### src/rtl/bcd16_to_bin12_if.sv
// Bus bundle for the BCD-to-binary converter: start request and packed BCD in,
// registered binary result with completion/error/busy status out.
interface bcd16_to_bin12_if #(
  parameter int DIGITS = 4,
  parameter int OUT_W  = 12
);
  logic                  en;
  logic [4*DIGITS-1:0]   bcd_d_in;
  logic [OUT_W-1:0]      bin_d_out;
  logic                  rdy;
  logic                  err;
  logic                  busy;

  modport master (
    output en, bcd_d_in,
    input  bin_d_out, rdy, err, busy
  );

  modport slave (
    input  en, bcd_d_in,
    output bin_d_out, rdy, err, busy
  );
endinterface

### src/rtl/bcd16_to_bin12.sv
// Digit-serial packed-BCD to binary converter: acc = acc*10 + digit, MSD first,
// one digit per clock, with sticky invalid-digit detection and output saturation.
module bcd16_to_bin12 #(
  parameter int DIGITS = 4,
  parameter int OUT_W  = 12
) (
  input  logic              clk,
  input  logic              rst_n,
  bcd16_to_bin12_if.slave   bus
);

  localparam int SR_W  = 4 * DIGITS;
  localparam int ACC_W = $clog2(10 ** DIGITS);
  localparam int CNT_W = (DIGITS > 1) ? $clog2(DIGITS) : 1;

  typedef enum logic {IDLE, CONV} state_t;

  state_t             state_reg, state_next;
  logic [SR_W-1:0]    sr_reg, sr_next;
  logic [ACC_W-1:0]   acc_reg, acc_next;
  logic [CNT_W-1:0]   cnt_reg, cnt_next;
  logic               inv_reg, inv_next;
  logic [OUT_W-1:0]   out_reg, out_next;
  logic               rdy_reg, rdy_next;
  logic               err_reg, err_next;

  logic [3:0]         nib;
  logic [ACC_W-1:0]   acc_mac;
  logic               inv_mac;
  logic               ovf;

  assign nib     = sr_reg[SR_W-1 -: 4];
  assign acc_mac = acc_reg * ACC_W'(10) + ACC_W'(nib);
  assign inv_mac = inv_reg | (nib > 4'd9);
  // Both sides widened to ACC_W+OUT_W so the compare is valid for any parameter mix.
  assign ovf     = ({{OUT_W{1'b0}}, acc_mac} > {{ACC_W{1'b0}}, {OUT_W{1'b1}}});

  always_comb begin
    state_next = state_reg;
    sr_next    = sr_reg;
    acc_next   = acc_reg;
    cnt_next   = cnt_reg;
    inv_next   = inv_reg;
    out_next   = out_reg;
    err_next   = err_reg;
    rdy_next   = 1'b0;
    case (state_reg)
      IDLE: begin
        if (bus.en) begin
          state_next = CONV;
          sr_next    = bus.bcd_d_in;
          acc_next   = '0;
          cnt_next   = '0;
          inv_next   = 1'b0;
        end
      end
      CONV: begin
        sr_next  = sr_reg << 4;
        acc_next = acc_mac;
        inv_next = inv_mac;
        cnt_next = cnt_reg + CNT_W'(1);
        if (cnt_reg == CNT_W'(DIGITS - 1)) begin
          state_next = IDLE;
          rdy_next   = 1'b1;
          // An invalid digit makes the magnitude meaningless, so it wins over saturation.
          if (inv_mac) begin
            out_next = '0;
            err_next = 1'b1;
          end else if (ovf) begin
            out_next = '1;
            err_next = 1'b1;
          end else begin
            out_next = OUT_W'(acc_mac);
            err_next = 1'b0;
          end
        end
      end
      default: state_next = IDLE;
    endcase
  end

  always_ff @(posedge clk) begin
    if (!rst_n) begin
      state_reg <= IDLE;
      sr_reg    <= '0;
      acc_reg   <= '0;
      cnt_reg   <= '0;
      inv_reg   <= 1'b0;
      out_reg   <= '0;
      rdy_reg   <= 1'b0;
      err_reg   <= 1'b0;
    end else begin
      state_reg <= state_next;
      sr_reg    <= sr_next;
      acc_reg   <= acc_next;
      cnt_reg   <= cnt_next;
      inv_reg   <= inv_next;
      out_reg   <= out_next;
      rdy_reg   <= rdy_next;
      err_reg   <= err_next;
    end
  end

  assign bus.bin_d_out = out_reg;
  assign bus.rdy       = rdy_reg;
  assign bus.err       = err_reg;
  assign bus.busy      = (state_reg == CONV);

endmodule

### src/flat_wrapper.sv
// flat-port wrapper written by rule: the top's interface ports become plain ports
module bcd16_to_bin12_flat 
#(
  parameter int DIGITS = 4,
  parameter int OUT_W  = 12
)
  (clk, rst_n, bus_en, bus_bcd_d_in, bus_bin_d_out, bus_rdy, bus_err, bus_busy);
  bcd16_to_bin12_if #(.DIGITS(DIGITS), .OUT_W(OUT_W)) bus_i ();
  input  logic clk;
  input  logic rst_n;
  input wire logic [$bits(bus_i.en)-1:0] bus_en;
  input wire logic [$bits(bus_i.bcd_d_in)-1:0] bus_bcd_d_in;
  output wire logic [$bits(bus_i.bin_d_out)-1:0] bus_bin_d_out;
  output wire logic [$bits(bus_i.rdy)-1:0] bus_rdy;
  output wire logic [$bits(bus_i.err)-1:0] bus_err;
  output wire logic [$bits(bus_i.busy)-1:0] bus_busy;
  assign bus_i.en = bus_en;
  assign bus_i.bcd_d_in = bus_bcd_d_in;
  assign bus_bin_d_out = bus_i.bin_d_out;
  assign bus_rdy = bus_i.rdy;
  assign bus_err = bus_i.err;
  assign bus_busy = bus_i.busy;
  bcd16_to_bin12 #(.DIGITS(DIGITS), .OUT_W(OUT_W)) u_core (.clk(clk), .rst_n(rst_n), .bus(bus_i));
endmodule
### config.mk
export PLATFORM = sky130hd
export DESIGN_NAME = bcd16_to_bin12_flat
export DESIGN_NICKNAME = d
export VERILOG_FILES = /design/src/rtl/bcd16_to_bin12_if.sv /design/src/rtl/bcd16_to_bin12.sv /design/src/flat_wrapper.sv
export SDC_FILE = /design/constraint.sdc
export NUM_CORES = 1
export LEC_CHECK = 0
export ABC_CLOCK_PERIOD_IN_PS = 4350
export CELL_PAD_IN_SITES_DETAIL_PLACEMENT = 1
export CELL_PAD_IN_SITES_GLOBAL_PLACEMENT = 1
export CORE_MARGIN = 5
export CORE_UTILIZATION = 30
export CTS_CLUSTER_SIZE = 30
export DETAILED_ROUTE_END_ITERATION = 8
export PLACE_DENSITY = 0.65
export SETUP_SLACK_MARGIN = 0.1
export SLEW_MARGIN = 30
export SYNTH_ARGS = -nofsm -noshare
export SYNTH_HDL_FRONTEND = slang
export SYNTH_SLANG_ARGS = --single-unit
### constraint.sdc
create_clock -name clk -period 4.35 [get_ports clk]
set_clock_uncertainty 0.2 [all_clocks]
set_input_delay 0.6525 -clock clk [delete_from_list [all_inputs] [get_ports clk]]
set_output_delay 0.6525 -clock clk [all_outputs]
set_load 0.1 [all_outputs]
==> run_results.csv <==
group,metric,value,unit
cts,cts-root-buf,"clkbuf_8",
floorplan,num_rows,34,
floorplan,die_y,105.1,um
synthesis,synth_top_area_share,0.3467,
cts,clk_path_buf_depth,2,
grt,grt_pass1_wl,10.94,mm
worst_setup_path,worstPathRequired,4.34,ns
hold_path,hp-class,"reg2reg",
cts,path_clk_slew,0.09,ns
cts,clock_latency,0.30,ns
synthesis,post-synth-top-area-cell,"dfxtp_1",
sta,relSlewSlack,0.3518,
synthesis,synth_nets,336,
sta,rsz0062_at_grt,"false",
synthesis,yosysMostFrequentCell,"dfxtp_1",
sta,whs,0.3000,ns
synthesis,yosysWarnings,0,
synthesis,syn_inst,292,
synthesis,synth-edff-count,0,
sta,max_freq,264.8,MHz
cts,ctsResizeCount,0,
final_layout,fin_util,0.3711,
floorplan,die_area,11050,um^2
placed_design,port_buffers,33,
worst_setup_path,end_kind,"flop",
synthesis,synth.distinct_cells,44,
grt,track_usage,0.1206,
route,via_per_inst,5.005,
sta,period_share,0.8683,
route,wl_per_cell,15.70,um
worst_setup_path,path_max_fanout,12,
final_layout,diodes,0,
synthesis,synthArstFlopShare,0,
route,dr.pass1.iters,4,
grt,antenna_found_initial,0,
route,first_iter_violations,81,
route,postRouteAntennaNets,0,
power_and_ir_drop,peakVddDrop,117.3,uV
placed_design,placed_area,3134,um^2
synthesis,avgSynthCellArea,9.294,um^2
cts,cts_buffers,5,
floorplan,core,8763,um^2
placed_design,routabilityCongestion,0.7624,
sta,maxSlewViolCount,0,
worst_setup_path,start_kind,"flop",
route,wirelength,6.735,mm
final_layout,largest_reg_flops,16,
worst_setup_path,crit_arrival,3.77,ns
floorplan,ios,34,
final_layout,final_cells,429,
grt,grt_max_degree,41,
synthesis,synth_seq_area_share,0.3467,
route,drc,0,
synthesis,synth-seq-cells,47,
cts,post_cts_buffers,0,
power_and_ir_drop,power_density,272.7,nW/um^2
sta,setup_viol,0,
final_layout,area_growth,19.82,%
cts,cts_tree,"yes",
worst_setup_path,ff2ff_setup_slack,0.57,ns
placed_design,dpl.hpwl,5.139,mm
cts,h-tree-depth,2,
synthesis,synthesis.area,2714,um^2
synthesis,synth_area_leaders,"dfxtp_1, ha_1, mux2i_1, a221o_1, nor2b_1",
sta,final-hold-violation-count,0,
cts,ctsHoldBuffers,0,
grt,grt_pass1_vias,2182,
final_layout,nets,364,
flow_run,cap_violations,0,
power_and_ir_drop,power.leakage,0.001329,uW
worst_setup_path,crit_type,"reg2reg",
sta,tightest_slew,0.9693,ns
run_status,status,"complete, no violations",
floorplan,die_x,105.1,um
grt,grt_remaining_overflow,0,
route,vias,2147,
final_layout,final_area,3252,um^2
cts,clock_sinks,47,
sta,layout_min_cycle_time,3.777,ns
synthesis,synthTopCellsByCount,"dfxtp_1, ha_1, mux2i_1, nand2_1, nor2b_1",
floorplan,initial_core_util,0.3097,
final_layout,drive_gt1_frac,0.06231,
placed_design,dp.cells,421,
synthesis,synthFlopType,"dfxtp_1",
sta,tns,0,ns
[area by class of cell]
| type | count | area [um^2] |
|---|---|---|
| fillers | 993 | 5512 |
| clock inverters | 2 | 35.03 |
| multi-input cells | 222 | 1679 |
| inverters | 7 | 26.28 |
| well taps | 108 | 135.1 |
| clock buffers | 6 | 82.58 |
| flip-flops and latches | 47 | 940.9 |
| repair buffers | 37 | 352.8 |
[critical path: stages, from the launching register on]
cell and delay [ns]:
dfxtp_1 0.41, ha_1 0.26, ha_1 0.24, inv_1 0.08, fa_1 0.43, nand2b_1 0.18
nor2_1 0.15, o211ai_1 0.15, nor4b_1 0.70, xor2_1 0.20, o221a_4 0.38, a221o_1 0.28
[metrics by stage]
stage | setup slack (ns) | power [uW]
2_1_floorplan | 0.8683 | 526.1
3_3_place_gp | 0.7135 | 561.8
3_5_place_dp | 0.6466 | 562.9
4_1_cts | 0.6090 | 901.4
5_1_grt | 0.3838 | 927.8
6_report | 0.5730 | 886.9
[path summary, 6_finish.rpt]
| check | from | endpoint | cells after the start |
|---|---|---|---|
| hold reg to reg | u_core.bus.bin_d_out[4] | u_core.bus.bin_d_out[4] | 1 |
| setup / recovery | u_core.acc_reg[1] | u_core.bus.bin_d_out[10] | 11 |
| hold / removal | u_core.bus.bin_d_out[4] | u_core.bus.bin_d_out[4] | 1 |
| setup reg to reg | u_core.acc_reg[1] | u_core.bus.bin_d_out[10] | 11 |
[cells in the final DEF (no fill, tap or decap), drive strengths merged, types with 2 or more instances in the layout]
cell           Yosys  routed
a21o               3       3
a21oi             17      17
a221o             12      12
a31oi              3       3
and2              14      14
buf                2       6
clkbuf            14       6
clkdlybuf4s50      0      31
dfxtp             47      47
fa                 2       2
ha                23      23
inv                7       7
mux2i             18      18
nand2             18      18
nand2b             2       2
nor2              17      17
nor2b             19      19
nor3               2       2
nor3b             14      14
o21a               4       4
o21ai             20      20
or4b               2       2
xnor2              8       8
xor2               8       8
[metal layers]
layer	vias to the layer above	share of wire	global-route usage
met3	4	0.032	0.02343
met5	-	0	0
met4	0	0.0088	0.03288
li1	1093	-	-
met2	31	0.47	0.1992
met1	1019	0.49	0.1605
[where the power goes]
group,total (uW),switching (uW),internal (uW),leakage (uW)
registers,454,11.7,442,0.000382
logic,97.6,50.9,46.7,0.000886
clock network,335,149,186,0.0000612
total,887,212,675,0.00133
[cells by family (layout without fill, tap and decap cells)]
family	count (synthesis)	after routing	share of synthesized area
simple gates	94	94	0.1982
compound gates	68	68	0.1775
flops	47	47	0.3467
fa+ha+maj	25	25	0.1208
buf+inv	23	52	0.03458
mux	19	19	0.07054
xor+xnor	16	16	0.05164
Power figures use the tool's default switching activity.
